File: src/rtl/hazard_scoreboard.sv
// hazard_scoreboard: Tnew/Tuse hazard tracker with E/M/W writer entries, forwarding selects and MDU busy stall; SCB_STALL_CNT_EN adds a saturating stall_cycles counter
module hazard_scoreboard #(
  parameter int NSRC     = 2,
  parameter int MULT_LAT = 5,
  parameter int DIV_LAT  = 10
) (
  input  logic              clk,
  input  logic              reset,
  input  logic              d_valid,
  input  logic [NSRC*5-1:0] d_src,
  input  logic [NSRC*2-1:0] d_tuse,
  input  logic [4:0]        d_dst,
  input  logic [1:0]        d_tnew,
  input  logic              d_mdu_start,
  input  logic              d_mdu_div,
  input  logic              d_uses_hilo,
  input  logic              flush,
  output logic              stall,
  output logic [NSRC*2-1:0] fwd_sel,
  output logic              mdu_busy
`ifdef SCB_STALL_CNT_EN
  ,
  output logic [31:0]       stall_cycles
`endif
);
  typedef struct packed {
    logic       v;
    logic [4:0] dst;
    logic [1:0] tnew;
  } ent_t;

  localparam logic [7:0] MULT_C = 8'(MULT_LAT);
  localparam logic [7:0] DIV_C  = 8'(DIV_LAT);

  ent_t e_q, e_d, m_q, m_d, w_q, w_d;
  logic [7:0] cnt_q, cnt_d;
  logic [NSRC-1:0] haz;

  function automatic ent_t age(input ent_t x);
    return '{v: x.v, dst: x.dst, tnew: (x.tnew == 2'd0) ? 2'd0 : x.tnew - 2'd1};
  endfunction

  for (genvar i = 0; i < NSRC; i++) begin : g_src
    logic [4:0] s;
    logic [1:0] tu, tn, sel;
    logic he, hm, hw;
    assign s  = d_src[5*i +: 5];
    assign tu = d_tuse[2*i +: 2];
    assign he = e_q.v && e_q.dst == s;
    assign hm = m_q.v && m_q.dst == s;
    assign hw = w_q.v && w_q.dst == s;
    assign sel = (s == '0) ? 2'd0 : he ? 2'd1 : hm ? 2'd2 : hw ? 2'd3 : 2'd0;
    assign tn  = he ? e_q.tnew : hm ? m_q.tnew : w_q.tnew;
    assign haz[i] = d_valid && sel != 2'd0 && tn > tu;
    assign fwd_sel[2*i +: 2] = sel;
  end

  assign mdu_busy = cnt_q != '0;
  assign stall    = d_valid && (|haz || (d_uses_hilo && mdu_busy));

  // advance writers down the pipe, ageing tnew; flush drops everything in flight
  always_comb begin
    e_d = e_q;
    m_d = m_q;
    w_d = w_q;
    if (flush) begin
      e_d.v = 1'b0;
      m_d.v = 1'b0;
      w_d.v = 1'b0;
    end else begin
      w_d = age(m_q);
      m_d = age(e_q);
      e_d = stall ? '0 : '{v: d_valid && d_dst != '0, dst: d_dst, tnew: d_tnew};
    end
  end

  // MDU busy counter: load on an issued mult/div, otherwise count down (also while stalled)
  always_comb begin
    cnt_d = (d_valid && d_mdu_start && !stall && !flush) ? (d_mdu_div ? DIV_C : MULT_C)
          : mdu_busy ? cnt_q - 8'd1 : cnt_q;
  end

  // scoreboard state
  always_ff @(posedge clk or posedge reset) begin
    if (reset) begin
      e_q   <= '0;
      m_q   <= '0;
      w_q   <= '0;
      cnt_q <= '0;
    end else begin
      e_q   <= e_d;
      m_q   <= m_d;
      w_q   <= w_d;
      cnt_q <= cnt_d;
    end
  end

`ifdef SCB_STALL_CNT_EN
  logic [31:0] sc_q, sc_d;

  // saturating count of stalled decode cycles
  always_comb begin
    sc_d = (stall && sc_q != 32'hFFFF_FFFF) ? sc_q + 32'd1 : sc_q;
  end

  // stall counter register
  always_ff @(posedge clk or posedge reset) begin
    if (reset) sc_q <= '0;
    else sc_q <= sc_d;
  end

  assign stall_cycles = sc_q;
`endif
endmodule

File: config.mk
export PLATFORM = sky130hd
export DESIGN_NAME = hazard_scoreboard
export DESIGN_NICKNAME = d
export VERILOG_FILES = /design/src/rtl/hazard_scoreboard.sv
export SDC_FILE = /design/constraint.sdc
export NUM_CORES = 1
export LEC_CHECK = 0
export CAP_MARGIN = 25
export CORE_MARGIN = 8
export CORE_UTILIZATION = 53
export DETAILED_ROUTE_END_ITERATION = 16
export HOLD_SLACK_MARGIN = 0.12
export PLACE_DENSITY_LB_ADDON = 0.08
export SYNTH_ARGS = -nofsm -noshare
export SYNTH_HDL_FRONTEND = slang
export SYNTH_SLANG_ARGS = --single-unit
export TNS_END_PERCENT = 50
File: constraint.sdc
create_clock -name clk -period 7.2 [get_ports clk]
set_clock_uncertainty 0.2 [all_clocks]
set_input_delay 2.16 -clock clk [delete_from_list [all_inputs] [get_ports clk]]
set_output_delay 2.16 -clock clk [all_outputs]
set_load 0.02 [all_outputs]
======== Word-level counts from Yosys, hierarchy flattened ========
Cells that the tools add are included.
storage, ports and cells
  bits in registers ....................... 32
  output and inout port bits .............. 6
  logic and storage cells ................. 71
operators by class
  $add $sub $neg .......................... 3
  order comparisons ....................... 2
  equal/unequal tests ..................... 6
  multiplexer cells ....................... 21
  reductions and logical operators ........ 29
operators by type and width
  cell                   number
  $eq A5 B5 Y1           6
  $mux W2                14
  $mux W8                3
  $logic_and A1 B1 Y1    16
  $logic_not A5 Y1       2
  $reduce_bool A8 Y1     1
  $sub A8 B1 Y8 const B  1
  $reduce_bool A2 Y1     3
  $reduce_bool A5 Y1     1
  $gt A2 B2 Y1           2
  $logic_not A2 Y1       2
  $mux W4                1
  $sub A2 B1 Y2 const B  2
  $mux W1                3
  $logic_not A1 Y1       2
  $reduce_or A2 Y1       1
  $logic_or A1 B1 Y1     1

======== Logic depth before layout (Yosys ltp) ========
  depth after elaboration ................. 16
  depth in mapped cells ................... 15
  mapped depth without buffers ............ 14

======== Worst setup path after synthesis ========
OpenSTA, ideal clock, no wires.
  path kind ............................... in2out
  from .................................... in d_src[6]
  to ...................................... out stall
  data arrival time ....................... 4.207 ns
  required time ........................... 4.840 ns
  slack ................................... 0.633 ns
  stages on the path ...................... 12
  path buffers ............................ 1
  cells stage by stage .................... xor2_1 > nor4_1 > and3_1 > clkbuf_1 > mux2i_1 > o21ai_0 > ha_1 > a211oi_1 > o31ai_1 > nand3_2 > nand2_1 > inv_1
between the ends
  word-level cells in the longest chain between the ends .. 12
  elaborated cells between the ends (all ways) .. 20
  classes of those cells .................. order compare (1); eq/ne (3); mux (6); reduce/logical (10)
ends and longest elaborated chain
  what                   RTL line  RTL
  from (decl)            10        input logic [NSRC*5-1:0] d_src,
  $eq A5 B5 Y1           51        assign hw = w_q.v && w_q.dst == s;
  $logic_and A1 B1 Y1    51
  $mux W2 (4 in a row)   52        assign sel = (s == '0) ? 2'd0 : he ? 2'd1 : hm ? 2'd2 : hw ? 2'd3 : 2'd0;
  $reduce_bool A2 Y1     54        assign haz[i] = d_valid && sel != 2'd0 && tn > tu;
  $logic_and A1 B1 Y1    54
  $logic_and A1 B1 Y1 *  54
  $reduce_or A2 Y1 *     59        assign stall = d_valid && (|haz || (d_uses_hilo && mdu_busy));
  $logic_or A1 B1 Y1 *   59
  $logic_and A1 B1 Y1 *  59
  to (decl)              18        output logic stall,
Mark *: on every way between the ends. The rest lies on a longest branch, timed or not.

======== Worst setup path after layout ========
  from .................................... in d_src[2]
  to ...................................... out stall
Same word-level chain as after synthesis.

==> results.json <==
{
  "holdCritPathClass": "reg2reg",
  "use_met1_pct": 18.58,
  "diodes": 0,
  "finalHoldViolations": 0,
  "track_usage_pct": 15.42,
  "io_pins": 34,
  "fin_nets": 289,
  "port_buffers": 33,
  "maxSlewViolCount": 0,
  "leakagePower_uw": 0.001221,
  "worstPathArrival_ns": 4.66,
  "root_buffer": "clkbuf_8",
  "layoutNonFillerInstCount": 305,
  "rows": 22,
  "status": "finished clean",
  "grt_overflow": 0,
  "power.density_nw_per_um2": 227.6,
  "regArea_um2": 800.8,
  "routed_wl_mm": 4.533,
  "drt_iter0_markers": 71,
  "drc_errors": 0,
  "start_util_pct": 54.99,
  "clk_pin_slew_worst_paths_ns": 0.06,
  "top_usage_layer": "met2",
  "ctsHtreeMaxLevel": 2,
  "fillerInstances": 310,
  "ys_types": 30,
  "die_x_um": 77.40,
  "insertion_delay_ns": 0.28,
  "final.period_utilization_pct": 97.43,
  "cts_buffers": 5,
  "dp_hpwl_mm": 3.612,
  "final_antenna_net_count": 0,
  "yosys.area.top_type": "dfrtp_1",
  "hold_ws_ns": 0.3185,
  "fp.dieArea_um2": 5991,
  "min_period_ns": 7.015,
  "final_area_um2": 2638,
  "synth_top_area_share_pct": 40.08,
  "core_um2": 3633,
  "path_max_fanout": 4,
  "area_delta_synth_final_pct": 32.00,
  "post-place-cells": 295,
  "cts_tree": "yes",
  "grt_pass1_wl_mm": 7.596,
  "grtUsageMet2_pct": 25.53,
  "fin_util_pct": 72.59,
  "worstPathRequired_ns": 4.84,
  "grt_max_degree": 36,
  "cts.sinks": 32,
  "max_freq_mhz": 142.5,
  "rsz0062_at_grt": "no",
  "synth_seq_area_share_pct": 40.08,
  "post_drt_wl_per_cell_um": 14.86,
  "cp-start-kind": "primary input",
  "path_class": "in2out",
  "place_congestion": 0.9035,
  "grt_antenna_before_repair": 0,
  "dr.pass1.iters": 4,
  "vias_per_cell": 5.370,
  "layout-drive-gt1-share_pct": 21.01,
  "avgSynthCellArea_um2": 9.843,
  "use_met3_pct": 5.069,
  "cts.path.max_buffers": 2,
  "ys_warn_count": 0,
  "netlist_area_um2": 1998,
  "worstSetupEndpointType": "output pin",
  "finalSetupViolCount": 0,
  "die_h_um": 77.40,
  "peakVddDrop_mv": 0.1516,
  "vias": 1638,
  "multi_input_area_um2": 1139,
  "slew_headroom_pct": 70.99,
  "synth-seq-cells": 32,
  "synth_fp_nets": 236,
  "worst_pin_slew_ns": 0.4337,
  "maxCapViolCount": 0,
  "dpl-instance-area_um2": 2501,
  "netlist_instances": 203,
  "synth.top_cells.by_area": "dfrtp_1 40%, xor2_1 11%, mux2_2 5.6%",
  "first_global_vias": 1615
}
flip-flops by register name, indices dropped and copies added, names as in the netlist:
| signal | flops |
|---|---|
| cnt_q | 8 |
| m_q | 8 |
| e_q | 8 |
| w_q | 8 |
layer usage:
| metal | up-vias | share of wire, % | wire, um |
|---|---|---|---|
| li1 | 803 | - | - |
| met1 | 772 | 45 | 2040 |
| met2 | 58 | 47 | 2137 |
| met3 | 5 | 6.7 | 303 |
| met4 | 0 | 1.1 | 51 |
| met5 | - | 0 | 0 |
synthesized netlist by cell type:
library cell	number
dfrtp_1	32
xor2_1	25
nor2_1	17
inv_1	11
a21oi_1	10
mux2_2	10
nand2_1	10
nor2b_1	10
a22o_1	8
clkbuf_1	8
xnor2_1	8
mux2i_1	7
and3_1	6
nor3_1	6
nor4_1	6
ha_1	5
o21ai_0	5
or4_1	3
a211oi_1	2
mux2_4	2
nor3_4	2
o31ai_1	2
inv_2	1
nand2_2	1
nand2b_1	1
nand3_2	1
nor3b_1	1
nor4b_1	1
or3_4	1
or3b_1	1
per-stage QoR:
stage               worst slack [ns]  TNS, ns  power, uW
finish                        0.1847        0      600.3
global route               0.0007718        0      642.4
CTS                          0.02877        0      605.9
detailed placement           -0.3855  -0.3855      439.2
global placement             -0.3723  -0.3723      426.5
floorplan                     0.6335        0      379.3
cell type report:
type | instances | area share, %
Tap cell | 48 | 2.277
Multi-Input combinational cell | 151 | 43.17
Clock buffer | 6 | 2.751
Sequential cell | 32 | 30.36
Clock inverter | 2 | 1.328
Inverter | 12 | 1.708
Timing Repair Buffer | 54 | 18.41
path summary, 6_finish.rpt:
| path | slack, ns | startpoint | cells past startpoint | end |
|---|---|---|---|---|
| max in group asynchronous | 4.46 | reset | 3 | w_q[2]$_DFFE_PP0N_ |
| hold / removal | 0.32 | m_q[7]$_DFF_PP0_ | 1 | w_q[7]$_DFF_PP0_ |
| setup / recovery | 0.18 | d_src[2] | 13 | stall |
| min in group asynchronous | 2.06 | reset | 3 | w_q[5]$_DFFE_PP0N_ |
| setup reg to reg | 3.83 | m_q[6]$_DFFE_PP0N_ | 13 | cnt_q[3]$_DFFE_PP0P_ |
| hold reg to reg | 0.32 | m_q[7]$_DFF_PP0_ | 1 | w_q[7]$_DFF_PP0_ |
critical path, stage by stage:
cell and delay [ns]:
clkdlybuf4s50_1 0.52, xor2_1 0.19, nor4_1 0.15, and3_2 0.27
mux2i_1 0.20, o21ai_0 0.10, ha_1 0.29, a211oi_1 0.24
o31ai_1 0.15, nand3_2 0.11, nand2_1 0.07, inv_1 0.05
buf_2 0.15
placed cells by master, fill, tap and decap left out, drive strengths merged, types with 7 or more instances in the layout:
cell / count
a21oi: 10
a22o: 8
buf: 22
clkdlybuf4s50: 31
dfrtp: 32
inv: 12
mux2: 12
mux2i: 7
nand2: 11
nor2: 17
nor2b: 10
nor3: 8
xnor2: 8
xor2: 25
cells by family (layout without fill, tap and decap cells):
kind of cell,after synthesis,in the layout,share of synthesized area [%]
AOI/OAI and AO/OA,27,27,8.766
xor gates and xnor gates,33,33,14.46
adders and majority gates,5,5,3.131
buffers and inverters,20,74,3.757
DFF,32,32,40.08
muxes,19,19,10.65
and+or+nand+nor,67,67,19.16
what timing repair did:
item / CTS / global route
hold buffers: 0 / 0
buffers inserted: 2 / 0
setup endpoints to repair: 1 / 1
gates resized for setup: 6 / 6
pin swaps: 2 / 3
power breakdown:
part | total (uW) | internal (uW) | switching [uW] | leakage, uW
Combinational | 179 | 101 | 77.9 | 0.000757
Clock | 163 | 102 | 60.5 | 0.0000552
Sequential | 259 | 218 | 41.1 | 0.000408
Note: power is estimated with default switching activity, not from simulation.
==> RTL edit 1: new RTL, config.mk and constraints unchanged <==
Build with the macro `SCB_STALL_CNT_EN` defined.
--- a/src/rtl/hazard_scoreboard.sv
+++ b/src/rtl/hazard_scoreboard.sv
@@ -1,4 +1,6 @@
 // hazard_scoreboard: Tnew/Tuse hazard tracker with E/M/W writer entries, forwarding selects and MDU busy stall; SCB_STALL_CNT_EN adds a saturating stall_cycles counter
+`define SCB_STALL_CNT_EN
+
 module hazard_scoreboard #(
   parameter int NSRC     = 2,
   parameter int MULT_LAT = 5,
Formal check against the unedited RTL (old outputs only; new: stall_cycles): equivalent (equiv_simple and equiv_induct, registers matched by name and starting in step).
==> RTL edit 1 against the original RTL <==
Design area increased by 78%; total power increased by 75%; wire length increased by 86%; setup slack improved by 0.077 ns; sequential cell count increased by 32; area after synthesis increased by 80%; highest routed layer unchanged.
==> RTL edit 1: results (changes against the original RTL) <==
### Outcome
* **result of the run** finished clean

### Drt
* **routed vias/inst** 5.398, +0.51%
* **WL met3** 390 um, +29%
* **wire length per cell** 16.03 um, +7.9%
* **Iter 0 DRT Violations** 155, +120%
* **highest signal layer in the routed design** met4
* **Post-Route M1 WL** 3.994 mm, +96%
* **total met2 wirelength after detailed routing** 3.921 mm, +83%

### Global route
* **Global Route Usage Sum** 17.86%, +2.4 points
* **met1 capacity usage during global routing** 23.46%, +4.9 points
* **GR met3 Demand/Resource** 5.285%, +0.22 points
* **number of global-route vias before repair** 2936, +82%
* **pin count of the biggest net entering global routing** 65, +81%
* **first-pass GRT wire length** 14.08 mm, +85%
* **met2 Resource Use GR** 27.26%, +1.7 points

### Final layout
* **number of buffers outside the clock class in the layout** 89, +65%
* **count of non-filler cells in the finished layout** 525, +72%
* **portion of the layout cell area used by non-clock buffers** 18.17%, -0.24 points
* **sequential share of cell area** 34.05%, +3.7 points
* **Multi-In Gates** 264, +75%
* **final-layout clock buffer total** 10, +4
* **Final clock-cell share** 4.150%, +0.070 points
* **# nets final** 475, +64%
* **Final Core Density** 70.39%, -2.2 points
* **Non-clock inverters** 13, +1
* **proportion of layout cells with a drive suffix above 1** 15.06%, -6.0 points
* **multi-input gate share of total cell area** 40.46%, -2.7 points

### Setup path
* **kind of cell adding the most delay to the critical path** buffers and inverters
* **Worst Reg2Reg Path Length in Cells** 15, +2
* **CP Max Fanout** 3, -1
* **crit-path max cell delay** 0.54 ns, +0.02 ns
* **Data arrival, critical path** 4.58 ns, -0.08 ns

### Synthesis
* **Gate Count Post-Synth** 354, +74%
* **unique cell type count in the Yosys netlist** 39, +30%
* **cell area after technology mapping** 3601 sq um, +80%
* **leading cell types by total area after synthesis** sky130_fd_sc_hd__dfrtp_1 (44%), sky130_fd_sc_hd__xnor2_1 (9.7%), sky130_fd_sc_hd__xor2_1 (6.1%)
* **post-synthesis sequential area ratio** 44.48%, +4.4 points
* **Post-synth top cells** sky130_fd_sc_hd__dfrtp_1 (64), sky130_fd_sc_hd__xnor2_1 (40), sky130_fd_sc_hd__nand2_1 (30)
* **Mapped Nets** 388, +64%

### Power
* **reported sequential group power** 0.000473 W, +83%
* **Internal Pwr Total** 0.0007246 W, +72%
* **part of the total power dissipated in the clock network** 29.2%, +2.1 points
* **power dissipated by switching net loads** 0.0003272 W, +82%
* **worst vdd ir** 0.1194 mV, -21%

### CTS
* **clock latency reported for the late side of the worst-skew pair** 0.34 ns, +0.06 ns
* **# resized after CTS** 8, +2
* **maximum clock path buffer count** 2, unchanged
* **number of buffers created by CTS** 9, +4
* **# H-tree levels** 3, +1
* **clock sink total** 64, +100%
* **number of setup buffers added after CTS** 0, -2

### Place
* **cell total after placement** 507, +72%
* **routability cong.** 0.8253, -8.7%
* **DP Worst Slack** -0.5090 ns, -0.1236 ns
* **Post-DP Area** 4439 sq um, +77%
* **sum of net half-perimeters after detailed placement** 6.014 mm, +66%
* **port bufs** 65, +97%

### Timing
* **max_slew headroom** 47.08%, -24 points

### Min path
* **count of cells along the worst hold path** 1, unchanged

[RTL edit 1: worst paths after layout]
kind                                                      to                    startpoint  slack, ns
worst max-delay path                                   stall                      d_src[0]       0.26
worst min-delay path            stall_cycles[21]$_DFFE_PP0P_  stall_cycles[21]$_DFFE_PP0P_       0.30
worst max register to register   stall_cycles[1]$_DFFE_PP0P_            m_q[4]$_DFFE_PP0N_       3.45
worst min register to register  stall_cycles[21]$_DFFE_PP0P_  stall_cycles[21]$_DFFE_PP0P_       0.30
max in group asynchronous                 e_q[2]$_DFFE_PP0N_                         reset       4.10
min in group asynchronous               cnt_q[1]$_DFFE_PP0P_                         reset       2.18
[RTL edit 1: logic make-up (layout without fill, tap and decap cells)]
family	Yosys count	after routing	synth area share (%)
AND/OR/NAND/NOR	144	144	22.48
XOR/XNOR	65	65	15.81
flip-flops	64	64	44.48
AO/OA/AOI/OAI	30	30	5.907
buffers and inverters	26	117	3.301
multiplexers	19	19	5.942
adder cells (fa/ha/maj)	6	6	2.085
==> RTL edit 2: new RTL, config.mk and constraints unchanged <==
Made on the original files. Add an input register stage for `d_mdu_div`, with the module's reset; this delays it by one clock. The other inputs are not delayed to match.
--- a/src/rtl/hazard_scoreboard.sv
+++ b/src/rtl/hazard_scoreboard.sv
@@ -31,6 +31,16 @@
 
   localparam logic [7:0] MULT_C = 8'(MULT_LAT);
   localparam logic [7:0] DIV_C  = 8'(DIV_LAT);
+
+  logic d_mdu_div_q;
+
+  always_ff @(posedge clk or posedge reset) begin
+    if (reset) begin
+      d_mdu_div_q <= '0;
+    end else begin
+      d_mdu_div_q <= d_mdu_div;
+    end
+  end
 
   ent_t e_q, e_d, m_q, m_d, w_q, w_d;
   logic [7:0] cnt_q, cnt_d;
@@ -76,7 +86,7 @@
 
   // MDU busy counter: load on an issued mult/div, otherwise count down (also while stalled)
   always_comb begin
-    cnt_d = (d_valid && d_mdu_start && !stall && !flush) ? (d_mdu_div ? DIV_C : MULT_C)
+    cnt_d = (d_valid && d_mdu_start && !stall && !flush) ? (d_mdu_div_q ? DIV_C : MULT_C)
           : mdu_busy ? cnt_q - 8'd1 : cnt_q;
   end
 
Check against the original RTL: not equivalent (Yosys sat finds a counterexample within 10 cycles, from zero or initial values and one cycle with reset high).
==> RTL edit 2 against the original RTL <==
Wire length rose by 11%; sequential power is 3% higher; area after synthesis up 1.3%; sequential cell count rose by 1; total power down 0.52%; count of clock-buffer cells in the layout is the same; fmax is 0.80% lower; design area up 1.8%; setup slack worse by 0.057 ns; largest cell class unchanged; largest power group unchanged.
==> RTL edit 2: results (changes against the original RTL) <==
### Final layout
* **sequential standard cell area** 825.8 sq um, +3.1%
* **fill cell instance count of the final layout** 274, -12%
* **# nets final** 290, +0.35%
* **Final clock-cell share** 3.357%, -0.72 points
* **proportion of layout cells with a drive suffix above 1** 23.35%, +2.3 points

### Synthesis
* **Post-synth top cells** sky130_fd_sc_hd__dfrtp_1 (33), sky130_fd_sc_hd__xor2_1 (25), sky130_fd_sc_hd__nor2_1 (17)
* **unique cell type count in the Yosys netlist** 30, unchanged
* **post-synthesis share of cell area spent on full adders, half adders and majority gates** 3.092%, -0.039 points
* **post-synthesis sequential area ratio** 40.82%, +0.74 points
* **leading cell types by total area after synthesis** sky130_fd_sc_hd__dfrtp_1 (41%), sky130_fd_sc_hd__xor2_1 (11%), sky130_fd_sc_hd__mux2_2 (5.6%)
* **area share of xor/xnor cells in the synthesized design** 14.29%, -0.18 points
* **Mapped Nets** 237, +0.42%
* **share of synthesized area spent on multiplexers** 10.51%, -0.13 points

### Power
* **static power due to leakage** 1.254 nW, +2.7%
* **worst vdd ir** 0.1972 mV, +30%
* **switching portion of total power** 32.40%, +2.5 points
* **Comb. pwr** 0.000190 W, +6%
* **part of the total power dissipated in sequential elements** 44.5%, +1.4 points

### Global route
* **Global Route Usage Sum** 17.06%, +1.6 points
* **met2 Resource Use GR** 28.15%, +2.6 points
* **GR met3 Demand/Resource** 4.493%, -0.58 points
* **first-pass GRT wire length** 8.286 mm, +9.1%
* **number of global-route vias before repair** 1742, +7.9%

### CTS
* **number of setup buffers added after CTS** 0, -2
* **# resized after CTS** 10, +4
* **clock sink total** 33, +3.1%
* **number of buffers created by CTS** 5, unchanged
* **maximum clock path buffer count** 2, unchanged

### Timing
* **hold_ws** 0.3094 ns, -0.009126 ns
* **transition time at the pin with the least slew margin** 0.4613 ns, +0.02754 ns

### Drt
* **total met2 wirelength after detailed routing** 2.496 mm, +17%
* **routed vias/inst** 5.377, +0.12%
* **Post-Route M1 WL** 2.124 mm, +4.1%
* **Iter 0 DRT Violations** 82, +15%
* **wire length per cell** 16.55 um, +11%
* **WL met3** 279 um, -7.9%

### Setup path
* **Crit Reg-Reg Endpoint** cnt_q[1]$_DFFE_PP0P_
* **Worst Reg2Reg Path Length in Cells** 16, +3
* **CP Max Fanout** 5, +1
* **kind of cell adding the most delay to the critical path** simple AND/OR/NAND/NOR gates
* **Data arrival, critical path** 4.71 ns, +0.05 ns
* **Worst R2R Setup Slack** 3.59 ns, -0.24 ns
* **launching point of the worst reg2reg path** m_q[5]$_DFFE_PP0N_
* **crit-path max cell delay** 0.48 ns, -0.04 ns

### Min path
* **end point of the most critical hold path** m_q[7]$_DFF_PP0_
* **worst min-delay path startpoint** e_q[7]$_DFF_PP0_

### Place
* **DP Worst Slack** -0.4411 ns, -0.05568 ns
* **routability cong.** 0.9250, +2.4%
* **sum of net half-perimeters after detailed placement** 3.919 mm, +8.5%
* **port bufs** 33, unchanged

### Outcome
* **result of the run** finished clean

RTL edit 2: changes by cell type in the layout (fill, tap and decap cells not counted), moves of 2 or more:
| cell | change |
|---|---|
| sky130_fd_sc_hd__a21oi_2 | +2 |
| sky130_fd_sc_hd__a21oi_1 | -2 |
| sky130_fd_sc_hd__dlymetal6s2s_1 | +4 |
| sky130_fd_sc_hd__clkdlybuf4s50_1 | -4 |
RTL edit 2: per-stage QoR:
stage,TNS [ns],cells,total power [W],cell area (sq um)
detailed placement,-0.4411,296,0.0004531,2526
finish,0,305,0.0005972,2684
floorplan,0,204,0.0003877,2023
global placement,-0.3306,296,0.0004374,2526
global route,-0.05364,305,0.0006323,2684
CTS,0,303,0.0005963,2629
RTL edit 2: worst max-delay path by stage:
stage | start | to | cells after the start
CTS | d_src[6] | stall | 14
floorplan | d_src[6] | stall | 12
global route | d_src[3] | stall | 16
detailed placement | d_src[6] | stall | 14
finish | d_src[2] | stall | 15
global placement | d_src[6] | stall | 14
